<file path="config.mk">
export PLATFORM = sky130hd
export DESIGN_NAME = darwin_rx_stream_flat
export DESIGN_NICKNAME = d
export VERILOG_FILES = /design/src/rtl/darwin_rx_stream_if.sv /design/src/rtl/darwin_rx_stream.sv /design/src/flat_wrapper.sv
export SDC_FILE = /design/constraint.sdc
export NUM_CORES = 1
export LEC_CHECK = 0
export CAP_MARGIN = 20
export CELL_PAD_IN_SITES_DETAIL_PLACEMENT = 1
export CELL_PAD_IN_SITES_GLOBAL_PLACEMENT = 2
export CORE_ASPECT_RATIO = 0.7
export CORE_MARGIN = 2
export CORE_UTILIZATION = 44
export DETAILED_ROUTE_END_ITERATION = 10
export GPL_TIMING_DRIVEN = 0
export PLACE_DENSITY = 0.79
export SKIP_CTS_REPAIR_TIMING = 1
export SLEW_MARGIN = 20
export SYNTH_ARGS = -nofsm -noshare
export SYNTH_HDL_FRONTEND = slang
export SYNTH_SLANG_ARGS = --single-unit
</file>
<file path="constraint.sdc">
create_clock -name clk -period 4.1 [get_ports clk]
set_input_delay 0.82 -clock clk [delete_from_list [all_inputs] [get_ports clk]]
set_output_delay 0.82 -clock clk [all_outputs]
set_load 0.02 [all_outputs]
</file>
<file path="src/rtl/darwin_rx_stream_if.sv">
// AXI4-Stream beat bundle (16-bit data) between the link receiver and the host/DMA side.
interface darwin_rx_stream_if;
    logic [15:0] tdata;
    logic        tvalid;
    logic        tready;
    logic [1:0]  tkeep;
    logic        tlast;

    modport master (output tdata, output tvalid, output tkeep, output tlast, input tready);
    modport slave  (input tdata, input tvalid, input tkeep, input tlast, output tready);
endinterface

</file>
<file path="src/rtl/darwin_rx_stream.sv">
// Darwin3 west-link receiver: 2-phase REQ/ACK capture into a FWFT FIFO, emitted as a
// fixed-length-packet AXI4-Stream. The chip is throttled by withholding the ACK toggle.
module darwin_rx_stream #(
    parameter int FIFO_DEPTH = 8,
    parameter int PKT_WORDS  = 16
) (
    input  logic                          clk,
    input  logic                          rst_n,
    input  logic                          RX_REQ,
    input  logic [15:0]                   RX_DATA,
    output logic                          RX_ACK,
    darwin_rx_stream_if.master            m_axis,
    output logic                          RX_DONE,
    output logic [$clog2(FIFO_DEPTH):0]   FIFO_LEVEL
);
    localparam int AW = $clog2(FIFO_DEPTH);
    localparam int LW = AW + 1;
    localparam int BW = (PKT_WORDS > 1) ? $clog2(PKT_WORDS) : 1;

    logic              req_meta_reg;
    logic              req_s_reg;
    logic              ack_reg;
    logic [15:0]       mem [FIFO_DEPTH];
    logic [AW-1:0]     wr_ptr_reg;
    logic [AW-1:0]     rd_ptr_reg;
    logic [LW-1:0]     count_reg;
    logic [15:0]       head_reg;
    logic [BW-1:0]     beat_reg;
    logic              done_reg;

    logic              pending;
    logic              full;
    logic              push;
    logic              valid;
    logic              pop;
    logic              last_beat;
    logic [AW-1:0]     rd_ptr_inc;

    // RX_DATA is deliberately not synchronised: the sender holds it from REQ toggle to ACK.
    assign pending    = req_s_reg ^ ack_reg;
    assign full       = (count_reg == LW'(FIFO_DEPTH));
    assign push       = pending & ~full;
    assign valid      = (count_reg != '0);
    assign pop        = valid & m_axis.tready;
    assign last_beat  = (beat_reg == BW'(PKT_WORDS - 1));
    assign rd_ptr_inc = rd_ptr_reg + 1'b1;

    always_ff @(posedge clk) begin
        if (!rst_n) begin
            req_meta_reg <= 1'b0;
            req_s_reg    <= 1'b0;
        end else begin
            req_meta_reg <= RX_REQ;
            req_s_reg    <= req_meta_reg;
        end
    end

    always_ff @(posedge clk) begin
        if (push) begin
            mem[wr_ptr_reg] <= RX_DATA;
        end
    end

    always_ff @(posedge clk) begin
        if (!rst_n) begin
            ack_reg    <= 1'b0;
            wr_ptr_reg <= '0;
            rd_ptr_reg <= '0;
            count_reg  <= '0;
            beat_reg   <= '0;
            done_reg   <= 1'b0;
        end else begin
            if (push) begin
                ack_reg    <= ~ack_reg;
                wr_ptr_reg <= wr_ptr_reg + 1'b1;
            end
            if (pop) begin
                rd_ptr_reg <= rd_ptr_inc;
                beat_reg   <= last_beat ? '0 : beat_reg + 1'b1;
            end
            case ({push, pop})
                2'b10:   count_reg <= count_reg + 1'b1;
                2'b01:   count_reg <= count_reg - 1'b1;
                default: count_reg <= count_reg;
            endcase
            done_reg <= pop & last_beat;
        end
    end

    // Registered head: a word pushed into an empty (or just-emptied) FIFO bypasses the array.
    always_ff @(posedge clk) begin
        if (!rst_n) begin
            head_reg <= '0;
        end else if (push && ((count_reg == '0) || ((count_reg == LW'(1)) && pop))) begin
            head_reg <= RX_DATA;
        end else if (pop && (count_reg > LW'(1))) begin
            head_reg <= mem[rd_ptr_inc];
        end
    end

    assign RX_ACK        = ack_reg;
    assign RX_DONE       = done_reg;
    assign FIFO_LEVEL    = count_reg;
    assign m_axis.tdata  = head_reg;
    assign m_axis.tvalid = valid;
    assign m_axis.tkeep  = 2'b11;
    assign m_axis.tlast  = valid & last_beat;
endmodule

</file>
<file path="src/flat_wrapper.sv">
// flat-port wrapper written by rule: the top's interface ports become plain ports
module darwin_rx_stream_flat 
#(
    parameter int FIFO_DEPTH = 8,
    parameter int PKT_WORDS  = 16
)
  (clk, rst_n, RX_REQ, RX_DATA, RX_ACK, RX_DONE, FIFO_LEVEL, m_axis_tdata, m_axis_tvalid, m_axis_tkeep, m_axis_tlast, m_axis_tready);
  darwin_rx_stream_if m_axis_i ();
  input  logic clk;
  input  logic rst_n;
  input  logic RX_REQ;
  input  logic [15:0] RX_DATA;
  output logic RX_ACK;
  output logic RX_DONE;
  output logic [$clog2(FIFO_DEPTH):0] FIFO_LEVEL;
  output wire logic [$bits(m_axis_i.tdata)-1:0] m_axis_tdata;
  output wire logic [$bits(m_axis_i.tvalid)-1:0] m_axis_tvalid;
  output wire logic [$bits(m_axis_i.tkeep)-1:0] m_axis_tkeep;
  output wire logic [$bits(m_axis_i.tlast)-1:0] m_axis_tlast;
  input wire logic [$bits(m_axis_i.tready)-1:0] m_axis_tready;
  assign m_axis_tdata = m_axis_i.tdata;
  assign m_axis_tvalid = m_axis_i.tvalid;
  assign m_axis_tkeep = m_axis_i.tkeep;
  assign m_axis_tlast = m_axis_i.tlast;
  assign m_axis_i.tready = m_axis_tready;
  darwin_rx_stream #(.FIFO_DEPTH(FIFO_DEPTH), .PKT_WORDS(PKT_WORDS)) u_core (.clk(clk), .rst_n(rst_n), .RX_REQ(RX_REQ), .RX_DATA(RX_DATA), .RX_ACK(RX_ACK), .m_axis(m_axis_i), .RX_DONE(RX_DONE), .FIFO_LEVEL(FIFO_LEVEL));
endmodule
</file>
**After elaboration in Yosys (flattened, before gate mapping)**

Memories as Yosys holds them, arrays and structs flattened.
Cells that the tools add are included.

- Bits in writable memories: 128
- Flip-flop bits (word level): 34
- Bits in read-only memories: 0
- Bits in latches: 0
- Bits of input ports: 20
- Word-level logic and storage cells: 42
- Memories kept: 1

- Reductions and logical operators: 8
- Divide/modulo/power cells: 0
- Magnitude comparators: 1
- Muxes and demuxes: 6
- Eq/ne operators: 5
- Add/sub/neg operators: 5
- Bitwise logic cells: 7
- Multiply operators: 0
- Shifts and indexed selects: 0

Memory list:

| memory | depth | width | rd ports | clocked after Yosys merged registers in | write ports | RTL line | text |
|---|---|---|---|---|---|---|---|
| u_core.mem | 8 | 16 | 1 | 0 | 1 | darwin_rx_stream.sv:23 | `logic [15:0] mem [FIFO_DEPTH];` |

Operator list:

| kind | number |
|---|---|
| two-way mux 16 bit | 2 |
| adder 4 x 1 -> 4 bit, second input constant | 2 |
| equality test 4 bit, second input constant | 2 |
| case mux 4 bit (2 select lines) | 1 |
| adder 3 x 1 -> 3 bit, second input constant | 2 |
| AND 1 bit | 4 |
| equality test 4 x 1 -> 1 bit, second input constant | 1 |
| greater-than comparator 4 x 1 -> 1 bit, second input constant | 1 |
| logical NOT 4 bit | 1 |
| two-way mux 4 bit | 1 |
| nonzero test 2 bit | 2 |
| nonzero test 4 bit | 1 |
| subtractor 4 x 1 -> 4 bit, second input constant | 1 |
| logical AND 1 bit | 3 |
| equality test 2 x 1 -> 1 bit, second input constant | 1 |
| equality test 2 bit, second input constant | 1 |
| two-way mux 1 bit | 2 |
| NOT 1 bit | 2 |
| logical OR 1 bit | 1 |
| bitwise XOR 1 bit | 1 |

**Longest topological paths before layout**

- Depth after elaboration: 6
- Mapped depth: 11
- Gate-level depth less buffers: 10

**Worst setup path before layout**

OpenSTA, ideal clock, no wires.

- Path type: register to register
- Start point: register u_core.count_reg[0], in the netlist u_core.FIFO_LEVEL[0]
- End point: memory u_core.mem[0][0] (enable)
- Arrival time: 2.785 ns
- Path buffers: 0
- Path slack: 0.885 ns
- Cell stages (with the launch flop): 6
- Clock period less this slack: 3.215 ns
- Setup time: 0.430 ns
- Cells stage by stage: dfxtp_1 inv_1 ha_1 nand3b_1 nand2_1 nor4_1

- Longest elaborated chain between the ends: 5

Ends and longest elaborated chain:

| item | RTL line | text |
|---|---|---|
| from (decl) | darwin_rx_stream.sv:26 | `logic [LW-1:0] count_reg;` |
| from (signal assigned) | darwin_rx_stream.sv:82 | `2'b10: count_reg <= count_reg + 1'b1;` |
| from (signal assigned) | darwin_rx_stream.sv:83 | `2'b01: count_reg <= count_reg - 1'b1;` |
| from (signal assigned) | darwin_rx_stream.sv:84 | `default: count_reg <= count_reg;` |
| equality test 4 bit | darwin_rx_stream.sv:41 | `assign full = (count_reg == LW'(FIFO_DEPTH));` |
| NOT 1 bit | darwin_rx_stream.sv:42 | `assign push = pending & ~full;` |
| AND 1 bit | darwin_rx_stream.sv:42 |  |
| two-way mux 1 bit | darwin_rx_stream.sv:59 | `if (push) begin` |
| two-way mux 1 bit (implied by the code) | darwin_rx_stream.sv:60 | `mem[wr_ptr_reg] <= RX_DATA;` |
| to (decl) | darwin_rx_stream.sv:23 |  |

Every way passes these cells.

**Worst setup path in the final report**

- Start point: register u_core.count_reg[0], in the netlist u_core.FIFO_LEVEL[0]
- End point: output port m_axis_tlast

- Longest elaborated chain between the ends: 2

Ends and longest elaborated chain:

| item | RTL line | text |
|---|---|---|
| nonzero test 4 bit | darwin_rx_stream.sv:43 | `assign valid = (count_reg != '0);` |
| AND 1 bit | darwin_rx_stream.sv:107 | `assign m_axis.tlast = valid & last_beat;` |
| to (decl) | flat_wrapper.sv:19 | `output wire logic [$bits(m_axis_i.tlast)-1:0] m_axis_tlast;` |

Every way passes these cells.

==> results_dict.tcl <==
set metrics [dict create \
    timing.reg2reg.setup_slack_ns 1.41 \
    area_growth_pct 21.8 \
    timing.critical_path.to "m_axis_tlast" \
    clk_pin_slew_ns 0.06 \
    placement_rows 36 \
    met2_wirelength_um 6950 \
    met1_routed_length_um 6400 \
    grt_start_max_net_pins 17 \
    power_frac_clock_pct 31.3 \
    drtPass1Iterations 4 \
    grt_first_pass_wirelength_um 22500 \
    numClockSinks 162 \
    synth_seq_area_share_pct 71.1 \
    startpoint "u_core.FIFO_LEVEL[0]" \
    totalNegativeSetupSlack_ns 0 \
    timing.rr.start "u_core.FIFO_LEVEL[0]" \
    gp_congestion 0.702 \
    worst-path-stages 6 \
    critical_path.top_delay_family "buffers and inverters" \
    netlist.area_leader.share_pct 60.4 \
    finish.instance_area_um2 7750 \
    synth_edf_count 128 \
    rsz0062_at_grt "false" \
    core_region_area_um2 14000 \
    cts.path.max_buffers 2 \
    maximum_net_fanout_on_the_critical_path 8 \
    timing.critical_path.arrival_ns 2.40 \
    synth_area_leaders "sky130_fd_sc_hd__edfxtp_1, sky130_fd_sc_hd__mux4_2, sky130_fd_sc_hd__dfxtp_1" \
    timing.hold.worst.class "flip-flop to flip-flop" \
    grt_pass1_vias 3807 \
    power.switching_fraction_pct 29.3 \
    detailedPlace.worstSlack_ns 0.892 \
    crit_path_start_kind "flip-flop" \
    final_worst_path_cycle_share_pct 78.5 \
    cts-root-buf "sky130_fd_sc_hd__clkbuf_16" \
    antennaDiodeCount 0 \
    critical_path.endpoint_type "output port" \
    final_critical_path_setup_slack_ns 0.880 \
    total_clock_buffers_created_by_cts 17 \
    finish.utilization_pct 55.4 \
    drtAntennaViolNets 0 \
    flip_flop_cell_with_the_highest_count_after_synthesis "sky130_fd_sc_hd__edfxtp_1" \
    clk_latency_ns 0.43 \
    floorplan.die.width_um 148 \
    postRouteWirelength_um 14600 \
    finish.net_count 473 \
    placed_cell_area_um2 7210 \
    timing.max_cap.violations 0 \
    route.detailed.vias_per_inst 5.53 \
    setup-violations-final 0 \
    number_of_cells_traversed_by_the_worst_register_to_register_path 11 \
    postSynthAreaPerCell_um2 17.2 \
    num_io_pins 46 \
    internal-power_mw 3.34 \
    synth_top_area_cell "sky130_fd_sc_hd__edfxtp_1" \
    power.share.sequential_pct 41.2 \
    timing.final.hold_violations 0 \
    grt_use_total_pct 20.3 \
    postSynthCellCount 369 \
    post_synth_instance_area_um2 6360 \
    globalRouteOverflowTotal 0 \
    post_drt_wl_per_cell_um 22.6 \
    status "finished, final reports clean" \
    yosysWarningCount 0 \
    setup.worst_path.class "flip-flop to output port" \
    finalClockSkew_ns 0.00713 \
    ir_drop_worst_vdd_v 0.000328 \
    report.final.slew_viol_count 0 \
    asyncSetResetFlopFracSynth_pct 0 \
    tritoncts "yes" \
    worstPathBufferInverterCount 3 \
    critPathSlowestCell "sky130_fd_sc_hd__clkdlybuf4s50_1" \
    critical_path.max_stage_delay_ns 0.60 \
    die_h_um 105 \
    synth.lib_cells_used.distinct 39 \
    total_power_mw 4.72 \
    worst_slew_margin_rel_pct 44.2 \
    worst_pin_slew_ns 0.837 \
    post-route-min-period_ns 3.22 \
    die_area_um2 15500 \
    cts-htree-levels 4 \
    powerDensity_nw_per_um2 608 \
    number_of_drc_markers_in_iteration_0 265 \
    final_common_cell "sky130_fd_sc_hd__edfxtp_1" \
    portBuffers 43 \
    worstPathRequired_ns 3.28 \
    maxClockFrequency_mhz 311 \
    maxUsedRoutingLayer "met4" \
    layout-drive-gt1-share_pct 22.0 \
    highest_count_cells_in_the_layout_ignoring_fill_and_taps "sky130_fd_sc_hd__edfxtp_1, sky130_fd_sc_hd__clkdlybuf4s50_1, sky130_fd_sc_hd__a21oi_1, sky130_fd_sc_hd__dfxtp_1, sky130_fd_sc_hd__mux4_2" \
    power_leakage_nw 2.54 \
    largest_register_ffs 128 \
    grt_antenna_before_repair 0 \
    worstPathCellList "inv_1, ha_1, or3b_1, buf_6, and4_4, clkdlybuf4s50_1" \
    power.combinational.fraction_pct 27.5 \
    netSwitchingPower_mw 1.38 \
    crit-reg2reg-capture "u_core.FIFO_LEVEL[3]" \
    drc 0 \
    initial_utilization_pct 45.4 \
    via_count 3592 \
    place_hpwl_um 9900 \
    routed-wl-met3_um 1190 \
    postSynthRegisterBits 162 \
    registers.top_by_ff_count "u_core.mem" \
]
## synth_stat cells, types with 3 or more instances
library cell               instances
sky130_fd_sc_hd__edfxtp_1        128
sky130_fd_sc_hd__a21oi_1          34
sky130_fd_sc_hd__dfxtp_1          34
sky130_fd_sc_hd__mux4_2           32
sky130_fd_sc_hd__a22oi_1          16
sky130_fd_sc_hd__and2_1           10
sky130_fd_sc_hd__buf_2             9
sky130_fd_sc_hd__o21ai_1           9
sky130_fd_sc_hd__xnor2_1           9
sky130_fd_sc_hd__clkbuf_1          8
sky130_fd_sc_hd__nand3_1           8
sky130_fd_sc_hd__o21ai_0           8
sky130_fd_sc_hd__ha_1              7
sky130_fd_sc_hd__nand2_1           7
sky130_fd_sc_hd__nor2_1            6
sky130_fd_sc_hd__xor2_1            5
sky130_fd_sc_hd__a21boi_0          4
sky130_fd_sc_hd__buf_4             4
sky130_fd_sc_hd__nor3_1            4
sky130_fd_sc_hd__inv_1             3
## routing by layer
metal  global-route usage, %  up-vias
met3                    5.59        8
li1                        -     1617
met4                    7.07        0
met2                    30.9      120
met5                       0        -
met1                    28.3     1847
## layout make-up
cell class / count / area [µm²]
plain buffers: 23 / 128
flip-flops and latches: 162 / 4520
fillers: 1315 / 6250
multi-input cells: 182 / 1740
well taps: 190 / 238
clock buffers: 23 / 468
inverters: 3 / 11.3
clock inverters: 9 / 81.3
repair buffers: 57 / 566
## metrics by stage
stage	hold slack, ns	std cells
floorplan	0.412	370
global placement	0.425	603
detailed placement	0.424	617
CTS	0.438	649
global route	0.461	649
finish	0.435	649
## worst min-delay path by stage
stage,slack [ns],end,startpoint,cells after the start
2_1_floorplan,0.41,u_core.req_s_reg,u_core.req_meta_reg,1
3_3_place_gp,0.43,u_core.req_s_reg,u_core.req_meta_reg,1
3_5_place_dp,0.42,u_core.req_s_reg,u_core.req_meta_reg,1
4_1_cts,0.44,u_core.req_s_reg,u_core.req_meta_reg,1
5_1_grt,0.46,u_core.req_s_reg,u_core.req_meta_reg,1
6_report,0.43,u_core.req_s_reg,u_core.req_meta_reg,1
## cell families (layout without fill, tap and decap cells)
group / Yosys count / after routing / share of synthesized area (%)
AOI/OAI and AO/OA: 76 / 76 / 7.18
DFF: 162 / 162 / 71.1
adders and majority gates: 7 / 7 / 1.38
other: 1 / 2 / 0.0589
xor gates and xnor gates: 14 / 14 / 1.93
muxes: 34 / 34 / 11.6
and+or+nand+nor: 49 / 49 / 4.56
buffers and inverters: 26 / 115 / 2.18
## power groups by stage
stage | registers (mW) | clock network [mW] | logic (mW)
CTS | 1.94 | 1.50 | 1.32
detailed placement | 1.97 | 0 | 1.31
finish | 1.94 | 1.48 | 1.30
global placement | 1.97 | 0 | 1.27
global route | 1.95 | 1.56 | 1.41
floorplan | 2.04 | 0 | 0.788
(Power assumes the default switching activity.)
